File: src/rtl/rom_fetch_arbiter.sv
// rom_fetch_arbiter: three byte-wide ROM fetchers with one-word line buffers share a single
// 16-bit SDRAM toggle req/ack read port. Define ROMARB_FIXED_PRIO_EN for fixed priority 2>0>1.
// Ports: clk_sys, reset_n (async low), download, rqN_addr/valid in, rqN_dout/ready out,
//        mem_req/mem_addr out, mem_ack/mem_q in, busy out.
module rom_fetch_arbiter #(
  parameter logic [22:0] BASE0 = 23'h04000,
  parameter logic [22:0] BASE1 = 23'h00000,
  parameter logic [22:0] BASE2 = 23'h10000
) (
  input  logic        clk_sys,
  input  logic        reset_n,
  input  logic        download,
  input  logic [16:0] rq0_addr,
  input  logic [16:0] rq1_addr,
  input  logic [16:0] rq2_addr,
  input  logic        rq0_valid,
  input  logic        rq1_valid,
  input  logic        rq2_valid,
  output logic [7:0]  rq0_dout,
  output logic [7:0]  rq1_dout,
  output logic [7:0]  rq2_dout,
  output logic        rq0_ready,
  output logic        rq1_ready,
  output logic        rq2_ready,
  output logic        mem_req,
  input  logic        mem_ack,
  output logic [22:0] mem_addr,
  input  logic [15:0] mem_q,
  output logic        busy
);

  typedef enum logic {S_IDLE, S_WAIT} state_e;

  state_e            state_q, state_d;
  logic [1:0]        gnt_q, gnt_d;
  logic [15:0]       gtag_q, gtag_d;
  logic              mem_req_q, mem_req_d;
  logic [22:0]       mem_addr_q, mem_addr_d;
  logic [2:0][15:0]  tag_q, tag_d;
  logic [2:0][15:0]  data_q, data_d;
  logic [2:0]        v_q, v_d;

  logic [2:0][16:0]  rq_addr;
  logic [2:0]        rq_valid;
  logic [2:0]        hit;
  logic [2:0]        pend;
  logic [1:0]        sel;
  logic              found;
  logic [22:0]       base_sel;
  logic [15:0]       gtag_sel;

  assign rq_addr  = {rq2_addr, rq1_addr, rq0_addr};
  assign rq_valid = {rq2_valid, rq1_valid, rq0_valid};

  always_comb begin
    hit  = '0;
    pend = '0;
    for (int n = 0; n < 3; n++) begin
      hit[n]  = v_q[n] & (tag_q[n] == rq_addr[n][16:1]);
      pend[n] = rq_valid[n] & ~hit[n] & ~download;
    end
  end

  assign rq0_ready = hit[0];
  assign rq1_ready = hit[1];
  assign rq2_ready = hit[2];

  assign rq0_dout = rq0_addr[0] ? data_q[0][15:8] : data_q[0][7:0];
  assign rq1_dout = rq1_addr[0] ? data_q[1][15:8] : data_q[1][7:0];
  assign rq2_dout = rq2_addr[0] ? data_q[2][15:8] : data_q[2][7:0];

`ifdef ROMARB_FIXED_PRIO_EN
  always_comb begin
    sel   = 2'd0;
    found = |pend;
    priority case (1'b1)
      pend[2]: sel = 2'd2;
      pend[0]: sel = 2'd0;
      pend[1]: sel = 2'd1;
      default: sel = 2'd0;
    endcase
  end
`else
  logic [1:0] rr_ptr_q, rr_ptr_d;
  logic [2:0] rr_idx;

  // Scan rr_ptr, rr_ptr+1, rr_ptr+2 (mod 3); first pending wins.
  always_comb begin
    sel    = 2'd0;
    found  = 1'b0;
    rr_idx = 3'd0;
    for (int i = 0; i < 3; i++) begin
      rr_idx = {1'b0, rr_ptr_q} + 3'(i);
      if (rr_idx >= 3'd3) rr_idx = rr_idx - 3'd3;
      if (!found && pend[rr_idx[1:0]]) begin
        found = 1'b1;
        sel   = rr_idx[1:0];
      end
    end
  end

  always_comb begin
    rr_ptr_d = rr_ptr_q;
    if (state_q == S_IDLE && found)
      rr_ptr_d = (sel == 2'd2) ? 2'd0 : sel + 2'd1;
  end

  always_ff @(posedge clk_sys or negedge reset_n) begin
    if (!reset_n) rr_ptr_q <= 2'd0;
    else          rr_ptr_q <= rr_ptr_d;
  end
`endif

  always_comb begin
    unique case (sel)
      2'd1:    base_sel = BASE1;
      2'd2:    base_sel = BASE2;
      default: base_sel = BASE0;
    endcase
    gtag_sel = rq_addr[sel][16:1];
  end

  always_comb begin
    state_d    = state_q;
    gnt_d      = gnt_q;
    gtag_d     = gtag_q;
    mem_req_d  = mem_req_q;
    mem_addr_d = mem_addr_q;
    tag_d      = tag_q;
    data_d     = data_q;
    v_d        = v_q;
    unique case (state_q)
      S_IDLE: begin
        if (found) begin
          gnt_d      = sel;
          gtag_d     = gtag_sel;
          mem_addr_d = base_sel + {7'b0, gtag_sel};
          mem_req_d  = ~mem_req_q;
          state_d    = S_WAIT;
        end
      end
      S_WAIT: begin
        if (mem_ack == mem_req_q) begin
          // Fill with the latched tag, not the live address.
          if (!download) begin
            tag_d[gnt_q]  = gtag_q;
            data_d[gnt_q] = mem_q;
            v_d[gnt_q]    = 1'b1;
          end
          state_d = S_IDLE;
        end
      end
    endcase
    if (download) v_d = '0;
  end

  always_ff @(posedge clk_sys or negedge reset_n) begin
    if (!reset_n) begin
      state_q    <= S_IDLE;
      gnt_q      <= 2'd0;
      gtag_q     <= 16'd0;
      mem_req_q  <= 1'b0;
      mem_addr_q <= 23'd0;
      tag_q      <= '0;
      data_q     <= '0;
      v_q        <= '0;
    end else begin
      state_q    <= state_d;
      gnt_q      <= gnt_d;
      gtag_q     <= gtag_d;
      mem_req_q  <= mem_req_d;
      mem_addr_q <= mem_addr_d;
      tag_q      <= tag_d;
      data_q     <= data_d;
      v_q        <= v_d;
    end
  end

  assign mem_req  = mem_req_q;
  assign mem_addr = mem_addr_q;
  assign busy     = (state_q == S_WAIT);

endmodule

File: config.mk
export PLATFORM = sky130hd
export DESIGN_NAME = rom_fetch_arbiter
export DESIGN_NICKNAME = d
export VERILOG_FILES = /design/src/rtl/rom_fetch_arbiter.sv
export SDC_FILE = /design/constraint.sdc
export NUM_CORES = 1
export LEC_CHECK = 0
export ABC_AREA = 0
export CORE_MARGIN = 1
export CORE_UTILIZATION = 56
export CTS_CLUSTER_DIAMETER = 120
export DETAILED_ROUTE_END_ITERATION = 8
export PLACE_DENSITY = 0.86
export SYNTH_ARGS = -nofsm -noshare
export SYNTH_HDL_FRONTEND = slang
export SYNTH_SLANG_ARGS = --single-unit
File: constraint.sdc
create_clock -name clk_sys -period 6.26 [get_ports clk_sys]
set_input_delay 0.626 -clock clk_sys [delete_from_list [all_inputs] [get_ports clk_sys]]
set_output_delay 0.626 -clock clk_sys [all_outputs]
set_load 0.01 [all_outputs]
## Word level (Yosys, flattened, before mapping)

Index checks and enable logic that the tools add are counted.

- Register bits after elaboration: 144
- Output and inout port bits: 52

- Reductions and logical operators: 11
- Magnitude comparators: 9
- Eq/ne operators: 6
- Bitwise operators: 16
- Mux-type cells: 34
- $add $sub $neg: 7

Operators with widths:

| operator | number |
|---|---|
| 48-bit bitwise mux | 2 |
| 16-bit == test | 3 |
| 17-bit binary-select mux with 2-bit select | 1 |
| 17-bit case mux with 2 select lines | 1 |
| 16-bit demux with 2-bit select | 1 |
| 8-bit two-way mux | 3 |
| 17-bit by 16-bit adder with 18-bit output | 1 |
| 17-bit two-way mux | 1 |
| 16-bit two-way mux | 1 |
| 2-bit by 3-bit < comparator with 1-bit output (second input constant) | 5 |
| 2-bit two-way mux | 7 |
| 1-bit AND | 9 |
| 1-bit two-way mux | 9 |
| 3-bit two-way mux | 3 |
| 1-bit binary-select mux with 2-bit select | 3 |
| 3-bit by 2-bit greater-or-equal comparator with 1-bit output (second input constant) | 2 |
| 1-bit NOT | 6 |
| 2-bit subtractor (second input constant) | 3 |
| 1-bit logical AND | 4 |
| 2-bit AND reduction | 2 |
| 2-bit nonzero test | 2 |
| 2-bit by 1-bit adder with 3-bit output (second input constant) | 1 |
| 2-bit by 2-bit adder with 3-bit output (second input constant) | 1 |
| 3-bit OR | 1 |
| 10 further kinds | 11 |

## Depth between registers and ports, before layout

Gate-level depths: netlist of the first run.

- Depth after elaboration: 17
- Mapped depth: 14
- Mapped depth without buffers: 12

## Worst setup path before layout of the first run

No wires, ideal clock.

- Kind: input-to-reg
- Start: input port rq0_addr[12]
- End: register mem_addr_q[16] (netlist: mem_addr[16])
- Stages: 11
- Data required time: 6.135 ns
- Path slack: 2.564 ns
- Data arrival time: 3.572 ns
- Cell sequence: xor2_1 > or4_4 > o31ai_1 > nand4b_1 > a311oi_4 > mux2_1 > mux2_2 > ha_1 > ha_1 > xor2_1 > mux2_2

- Word-level cells in the longest chain between the ends: 17

Ends and longest elaborated chain:

| element | RTL line | source |
|---|---|---|
| from (decl) | 13 | `input logic [16:0] rq0_addr,` |
| 16-bit == test (*) | 59 | `hit[n] = v_q[n] & (tag_q[n] == rq_addr[n][16:1]);` |
| 1-bit AND (*) | 59 |  |
| 1-bit NOT (*) | 60 | `pend[n] = rq_valid[n] & ~hit[n] & ~download;` |
| 1-bit AND (*) (2 in a row) | 60 |  |
| 1-bit binary-select mux with 2-bit select | 95 | `if (!found && pend[rr_idx[1:0]]) begin` |
| 1-bit two-way mux (not written as such) | 95 |  |
| 1-bit two-way mux | 95 |  |
| 1-bit logical NOT | 95 |  |
| 1-bit logical AND | 95 |  |
| 1-bit two-way mux | 95 |  |
| 1-bit logical NOT | 95 |  |
| 1-bit logical AND | 95 |  |
| 2-bit two-way mux (*) | 95 |  |
| 17-bit binary-select mux with 2-bit select (*) | 120 | `gtag_sel = rq_addr[sel][16:1];` |
| 17-bit two-way mux (not written as such) (*) | 120 |  |
| net gtag_sel[14] | 50 | `logic [15:0] gtag_sel;` |
| 17-bit by 16-bit adder with 18-bit output (*) | 137 | `mem_addr_d = base_sel + {7'b0, gtag_sel};` |
| to (signal assigned) | 172 | `mem_addr_q <= mem_addr_d;` |
| to (decl) | 38 | `logic [22:0] mem_addr_q, mem_addr_d;` |

Mark *: on every way through the listed nets, which the timed path passes. The rest lies on a longest branch. The select of a mux whose other input is x is not followed.
A chain may end at the register's enable or synchronous reset.

## Final worst setup path of the first run

- Start: input port rq1_addr[14]
- End: register mem_addr_q[16] (netlist: mem_addr[16])

- Word-level cells in the longest chain between the ends: 17

Ends and longest elaborated chain:

| element | RTL line | source |
|---|---|---|
| from (decl) | 14 | `input logic [16:0] rq1_addr,` |
| 16-bit == test (*) | 59 |  |
| 1-bit AND (*) | 59 |  |
| 1-bit NOT (*) | 60 |  |
| 1-bit AND (*) (2 in a row) | 60 |  |
| 1-bit binary-select mux with 2-bit select | 95 |  |
| 1-bit two-way mux (not written as such) | 95 |  |
| 1-bit two-way mux | 95 |  |
| 1-bit logical NOT | 95 |  |
| 1-bit logical AND | 95 |  |
| 1-bit two-way mux | 95 |  |
| 1-bit logical NOT | 95 |  |
| 1-bit logical AND | 95 |  |
| 2-bit two-way mux (*) | 95 |  |
| 17-bit binary-select mux with 2-bit select (*) | 120 |  |
| 17-bit two-way mux (not written as such) (*) | 120 |  |
| net gtag_sel[14] | 50 |  |
| 17-bit by 16-bit adder with 18-bit output (*) | 137 |  |

Marked as above.

==> qor.csv, run 1 <==
stage,metric,value,unit
detailed_routing,initial detailed-routing violation count,160,
sta,"Hold Vio Cnt, Final",0,
sta,worst rel slew slack,0.191,
critical_path,critical path arrival,4.40,ns
grt,pin count of the biggest net entering global routing,76,
place,dpl cell area,7620,um^2
critical_path,Worst R2R Path Depth,11,
sta,Final period util,0.655,
cts,CTS Buf Count,17,
grt,gr usage total,0.287,
synthesis,yosys warns,0,
detailed_routing,# DRC,0,
outcome,status,finished clean,
synthesis,number of flops mapped to enable cells by yosys,0,
final_layout,Antenna Cells,0,
critical_path,Critical Path Fanout Max,10,
pwr,Leakage Power,3.53,nW
grt,first-pass GRT wire length,24.6,mm
sta,Slew @ Worst Pin,1.21,ns
place,Routability Congestion,0.982,
cts,"Reg clk slew, reported paths",0.05,ns
detailed_routing,ANT nets after route,0,
cts,Post-CTS Setup Bufs,0,
pwr,peak supply drop,0.314,mV
sta,Setup TNS Final,0,ns
sta,Final Max Slew Viols,0,
sta,Clock Skew,0.0108,ns
cts,CTS Hold Bufs,0,
cts,clock sinks,125,
floorplanning,Top Ports,126,
cts,TritonCTS clock tree,built,
cts,Clock Latency Late Sink,0.42,ns
final_layout,NumNets Final,671,
pwr,power density over cell area,471,nW/um^2
floorplanning,die area,11800,um^2
final_layout,"Core Util, Final",0.750,
critical_path,CP endpoint kind,flop,
floorplanning,Core Region,11000,um^2
cts,Post-CTS Resized,0,
floorplanning,row count,38,
cts,# H-tree levels,4,
critical_path,CP Launch Type,primary input,
cts,clk root buf,clkbuf_16,
final_layout,layout cell share with drive strength beyond 1,0.338,
detailed_routing,drt first pass iters,5,
job,Max Cap Viol,0,
synthesis,asr flop ratio synth,1.00,
place,port bufs,120,
cts,clock tree buffer depth,2,
sta,post-route minimum period,4.10,ns
synthesis,number of library cell types mapped by synthesis,45,
floorplanning,Initial Util,0.581,
critical_path,WS Path Type,primary input to flop,
synthesis,Syn Std Cell Area,6390,um^2
sta,final setup fails,0,
critical_path,worst path required time,6.55,ns
place,Final HPWL DP,10.9,mm
sta,RSZ-0062 raised after global routing,false,
grt,GRT overflow,0,
final_layout,post-route cell area,8240,um^2
sta,fmax,244,MHz
grt,initial antenna violation count,0,
synthesis,Synth area leader,dfrtp_1,
detailed_routing,Vias,4223,
synthesis,syn_area_per_cell,13.4,um^2
synthesis,area share of the largest cell type after synthesis,0.490,
worst_hold_path,worst hold path type,primary input to async pin,
detailed_routing,routed wire length per instance,21.0,um
floorplanning,Die Y,109,um
critical_path,R2R Setup Slk,2.46,ns
synthesis,top_reg_cell synth,dfrtp_1,
detailed_routing,routed wire length,15.6,mm
synthesis,sequential area share after synthesis,0.490,
detailed_routing,vias per cell,5.68,
place,Post-Place Cells,711,
critical_path,launch point of the worst reg-to-reg path,tag_q[29]$_DFFE_PN0P_,
final_layout,fin cells,743,
grt,number of global-route vias before repair,4587,
synthesis,#FFs+latches synth,125,
synthesis,Mapped Cells,476,
critical_path,RR Endpoint,mem_addr[16]$_DFFE_PN0P_,
final_layout,Layout fillers,724,
synthesis,Area contributors post-synth,"dfrtp_1, mux2_2, xor2_1, mux2_1, buf_4",
final_layout,"Area growth, synth to finish",29.1,%
floorplanning,Die W,109,um
through the flow:
stage / setup WS, ns / hold slack (ns) / total power, mW
2_1_floorplan: 2.56 / 0.330 / 2.31
5_1_grt: 1.98 / 0.446 / 4.08
3_5_place_dp: 1.74 / 0.493 / 2.85
4_1_cts: 2.17 / 0.390 / 3.90
3_3_place_gp: 1.86 / 0.483 / 2.77
6_report: 2.16 / 0.372 / 3.89
sequential cells by signal (all words and copies together) (netlist names):
signal    count
tag_q        48
gnt_q         2
data_q       48
mem_req       1
gtag_q       16
rr_ptr_q      2
busy          1
v_q           3
mem_addr      4
layer usage:
| layer | vias up | wire, um | global-route usage |
|---|---|---|---|
| met4 | 0 | 318 | 0.104 |
| li1 | 1905 | - | - |
| met1 | 2125 | 6470 | 0.351 |
| met3 | 29 | 968 | 0.0837 |
| met5 | - | 0 | 0 |
| met2 | 164 | 7810 | 0.482 |
how the worst max path moves through the flow:
stage,from,end,slack (ns)
after floorplan,rq0_addr[12],mem_addr[16]$_DFFE_PN0P_,2.56
after global placement,rq1_addr[14],mem_addr[16]$_DFFE_PN0P_,1.86
after detailed placement,rq1_addr[14],mem_addr[16]$_DFFE_PN0P_,1.74
after CTS,rq1_addr[9],mem_addr[16]$_DFFE_PN0P_,2.17
after global routing,rq1_addr[3],mem_addr[16]$_DFFE_PN0P_,1.98
final,rq1_addr[14],mem_addr[16]$_DFFE_PN0P_,2.16
power by group:
group	switching [mW]	internal, mW
registers	0.264	1.17
logic	0.605	0.822
clock network	0.353	0.670
cell families (layout without fill, tap and decap cells):
family,after synthesis,in the layout,synth area share
XOR/XNOR,51,51,0.0699
other,1,5,0.000587
AND/OR/NAND/NOR,59,59,0.0562
buffers and inverters,42,165,0.0388
AO/OA/AOI/OAI,15,15,0.0202
multiplexers,175,175,0.309
flip-flops,125,125,0.490
adder cells (fa/ha/maj),8,8,0.0153
cells in the final DEF (no fill, tap or decap), types with 3 or more instances in the layout:
| cell type | n |
|---|---|
| mux2_2 | 157 |
| dfrtp_1 | 125 |
| clkdlybuf4s50_1 | 119 |
| xor2_1 | 38 |
| mux2_1 | 17 |
| clkbuf_16 | 17 |
| xnor2_1 | 13 |
| nor2_1 | 12 |
| buf_4 | 9 |
| nor4_1 | 8 |
| nand2_1 | 7 |
| ha_1 | 7 |
| nor3_1 | 5 |
| inv_1 | 5 |
| conb_1 | 5 |
| nand3_1 | 4 |
| clkbuf_8 | 4 |
| nand4b_1 | 3 |
| clkbuf_1 | 3 |
| bufinv_16 | 3 |
worst max-delay path, cell delays in order:
cell and delay [ns]:
clkdlybuf4s50_1 0.44, xor2_1 0.20, nor4_1 0.43, nand4_1 0.25
o21ai_2 0.32, o2bb2ai_1 0.15, nor4_4 0.70, mux2_2 0.44
ha_1 0.22, ha_1 0.19, xor2_1 0.16, mux2_2 0.26
cells in the mapped netlist (2+ instances only):
cell and count:
nor2_1 12, a21o_1 2, buf_2 3, mux2_2 157, inv_1 5, mux2_1 17
nand2b_1 2, nand4_1 2, a21oi_1 2, o31ai_1 2, xnor2_1 13, nor3_1 6
clkbuf_1 13, nor4_1 8, xor2_1 38, ha_1 7, nand4b_1 3, nor3b_1 3
nor4b_1 2, nand3_1 4, buf_4 19, nand2_1 7, o2bb2ai_1 2, dfrtp_1 125
buf_6 2
area by class of cell:
cell class | instances | area, um^2 | share of cell area
clock inverter | 8 | 129 | 0.0156
tap | 140 | 175 | 0.0213
inverter | 5 | 18.8 | 0.00228
multi-input combinational | 313 | 3040 | 0.369
sequential | 125 | 3130 | 0.380
clock buffer | 24 | 492 | 0.0597
timing repair buffer | 128 | 1260 | 0.153
Power figures use the tool's default switching activity.
==> inputs of run 2 (changes only) <==
- CORE_UTILIZATION: 56 -> 52
- PLACE_DENSITY: 0.86 -> 0.8
- clock period: 6.26 -> 4.15 ns (I/O delays scaled with it)
==> qor.csv, run 2 (same netlist as run 1, synthesis figures left out) <==
stage,metric,value,unit,change
grt,GRT overflow,0,,unchanged
sta,Slew @ Worst Pin,0.770,ns,was 1.21 ns
grt,gr usage total,0.261,,was 0.287
detailed_routing,Vias,4259,,was 4223
place,dpl cell area,7700,um^2,was 7620 um^2
final_layout,Largest regs,"data_q x48, tag_q x48, gtag_q x16",,unchanged
place,Final HPWL DP,10.9,mm,about the same
critical_path,Critical Path Fanout Max,3,,was 10
place,port bufs,120,,unchanged
sta,Clock Skew,0.00691,ns,was 0.0108 ns
worst_hold_path,worst hold path type,primary input to async pin,,unchanged
critical_path,"Slowest-stage cell, CP",or4_4,,was nor4_4
critical_path,critical path arrival,3.93,ns,was 4.40 ns
cts,Post-CTS Resized,0,,unchanged
job,Max Cap Viol,0,,unchanged
floorplanning,Die W,113,um,was 109 um
detailed_routing,# DRC,0,,unchanged
detailed_routing,routed wl met3,1.08,mm,was 968 um
place,Post-Place Cells,727,,was 711
detailed_routing,drt first pass iters,4,,was 5
sta,Final period util,0.873,,
cts,clk root buf,clkbuf_16,,unchanged
final_layout,Antenna Cells,0,,unchanged
sta,post-route minimum period,3.62,ns,
place,Routability Congestion,0.900,,was 0.982
pwr,Leakage Power,3.61,nW,was 3.53 nW
grt,number of global-route vias before repair,4624,,was 4587
detailed_routing,routed wire length per instance,20.5,um,was 21.0 um
detailed_routing,max layer used,met4,,unchanged
sta,Final Max Slew Viols,0,,unchanged
detailed_routing,initial detailed-routing violation count,197,,was 160
pwr,power density over cell area,719,nW/um^2,was 471 nW/um^2
final_layout,fin cells,759,,was 743
cts,clock tree buffer depth,2,,unchanged
final_layout,NumNets Final,680,,was 671
cts,Clock Latency Late Sink,0.42,ns,about the same
floorplanning,Core Region,12000,um^2,was 11000 um^2
critical_path,worst path required time,4.45,ns,was 6.55 ns
final_layout,layout cell share with drive strength beyond 1,0.353,,was 0.338
place,setup slack at placement,0.165,ns,was 1.74 ns
floorplanning,Initial Util,0.532,,was 0.581
floorplanning,row count,40,,was 38
detailed_routing,routed wire length,15.5,mm,was 15.6 mm
grt,first-pass GRT wire length,24.9,mm,was 24.6 mm
cts,clock sinks,125,,unchanged
cts,CTS Buf Count,17,,unchanged
critical_path,WS Path Type,primary input to flop,,unchanged
final_layout,"Area growth, synth to finish",31.3,%,was 29.1%
pwr,Tot Pwr,6.03,mW,was 3.89 mW
floorplanning,Die Y,113,um,was 109 um
outcome,status,finished clean,,unchanged
sta,worst rel slew slack,0.487,,was 0.191
detailed_routing,met1 WL,6.44,mm,was 6.47 mm
cts,# H-tree levels,4,,unchanged
detailed_routing,ANT nets after route,0,,unchanged
critical_path,crit-path cells,"clkdlybuf4s50_1, xor2_1, or4_4, o31ai_1, nand4b_1, a311oi_4, mux2_1, mux2_2, ha_1, ha_1, xor2_1, mux2_2",,"was clkdlybuf4s50_1, xor2_1, nor4_1, nand4_1, o21ai_2, o2bb2ai_1, nor4_4, mux2_2, ha_1, ha_1, xor2_1, mux2_2"
grt,pin count of the biggest net entering global routing,61,,was 76
grt,initial antenna violation count,0,,unchanged
critical_path,number of cells on the critical path,12,,unchanged
pwr,peak supply drop,0.431,mV,was 0.314 mV
sta,final setup fails,0,,unchanged
critical_path,critical path buffer and inverter count,1,,unchanged
floorplanning,Top Ports,126,,unchanged
sta,"Hold Vio Cnt, Final",0,,unchanged
final_layout,post-route cell area,8390,um^2,was 8240 um^2
sta,Setup TNS Final,0,ns,unchanged
critical_path,critical path's top delay family,multiplexers,,was simple AND/OR/NAND/NOR gates
cts,"Reg clk slew, reported paths",0.05,ns,about the same
final_layout,"most common cell after layout, fill and taps aside",mux2_2,,unchanged
sta,RSZ-0062 raised after global routing,false,,unchanged
sta,fmax,276,MHz,
cts,Post-CTS Setup Bufs,0,,unchanged
critical_path,CP endpoint kind,flop,,unchanged
sta,final hold slack,0.0719,ns,was 0.372 ns
floorplanning,die area,12700,um^2,was 11800 um^2
critical_path,CP Launch Type,primary input,,unchanged
critical_path,max incr delay on CP,0.55,ns,was 0.70 ns
critical_path,Worst R2R Path Depth,11,,unchanged
sta,final worst setup slack,0.526,ns,was 2.16 ns
final_layout,"Core Util, Final",0.698,,was 0.750
detailed_routing,metal2 WL,7.78,mm,was 7.81 mm
final_layout,most frequent cells in the layout,"mux2_2, dfrtp_1, clkdlybuf4s50_1, xor2_1, buf_4",,"was mux2_2, dfrtp_1, clkdlybuf4s50_1, xor2_1"
detailed_routing,vias per cell,5.61,,was 5.68
cts,TritonCTS clock tree,built,,unchanged
cts,CTS Hold Bufs,0,,unchanged
[run 2: changes by cell type in the layout (fill, tap and decap cells not counted)]
| cell | delta |
|---|---|
| buf_4 | +9 |
| bufinv_16 | +3 |
| clkbuf_1 | -3 |
| clkinv_2 | +2 |
| clkinv_4 | -2 |
| clkinvlp_4 | +1 |
| inv_6 | -1 |
[run 2: worst paths after layout]
kind | from | endpoint | slack (ns)
min in group clk_sys | data_q[36]$_DFFE_PN0P_ | data_q[36]$_DFFE_PN0P_ | 0.50
worst max register to register | tag_q[11]$_DFFE_PN0P_ | mem_addr[16]$_DFFE_PN0P_ | 0.63
worst max-delay path | rq0_addr[15] | mem_addr[16]$_DFFE_PN0P_ | 0.53
worst min-delay path | reset_n | tag_q[17]$_DFFE_PN0P_ | 0.07
worst min register to register | data_q[36]$_DFFE_PN0P_ | data_q[36]$_DFFE_PN0P_ | 0.50
max in group asynchronous | reset_n | data_q[29]$_DFFE_PN0P_ | 3.14
[run 2: power by group]
part	total, mW	internal [mW]	leakage [nW]	switching, mW
clock network	1.72	1.19	0.335	0.530
registers	2.15	1.77	1.57	0.384
logic	2.17	1.26	1.71	0.908
total	6.03	4.21	3.61	1.82
[run 2: area by class of cell]
cell class | count | area, um^2
clock inverter | 11 | 210
tap | 147 | 184
timing repair buffer | 137 | 1330
sequential | 125 | 3130
fill | 851 | 3620
clock buffer | 21 | 480
multi-input combinational | 313 | 3040
inverter | 5 | 18.8
[run 2: routing by layer]
metal,vias to the layer above,track usage
met4,0,0.0827
li1,1932,-
met3,19,0.0750
met5,-,0
met2,169,0.434
met1,2139,0.330
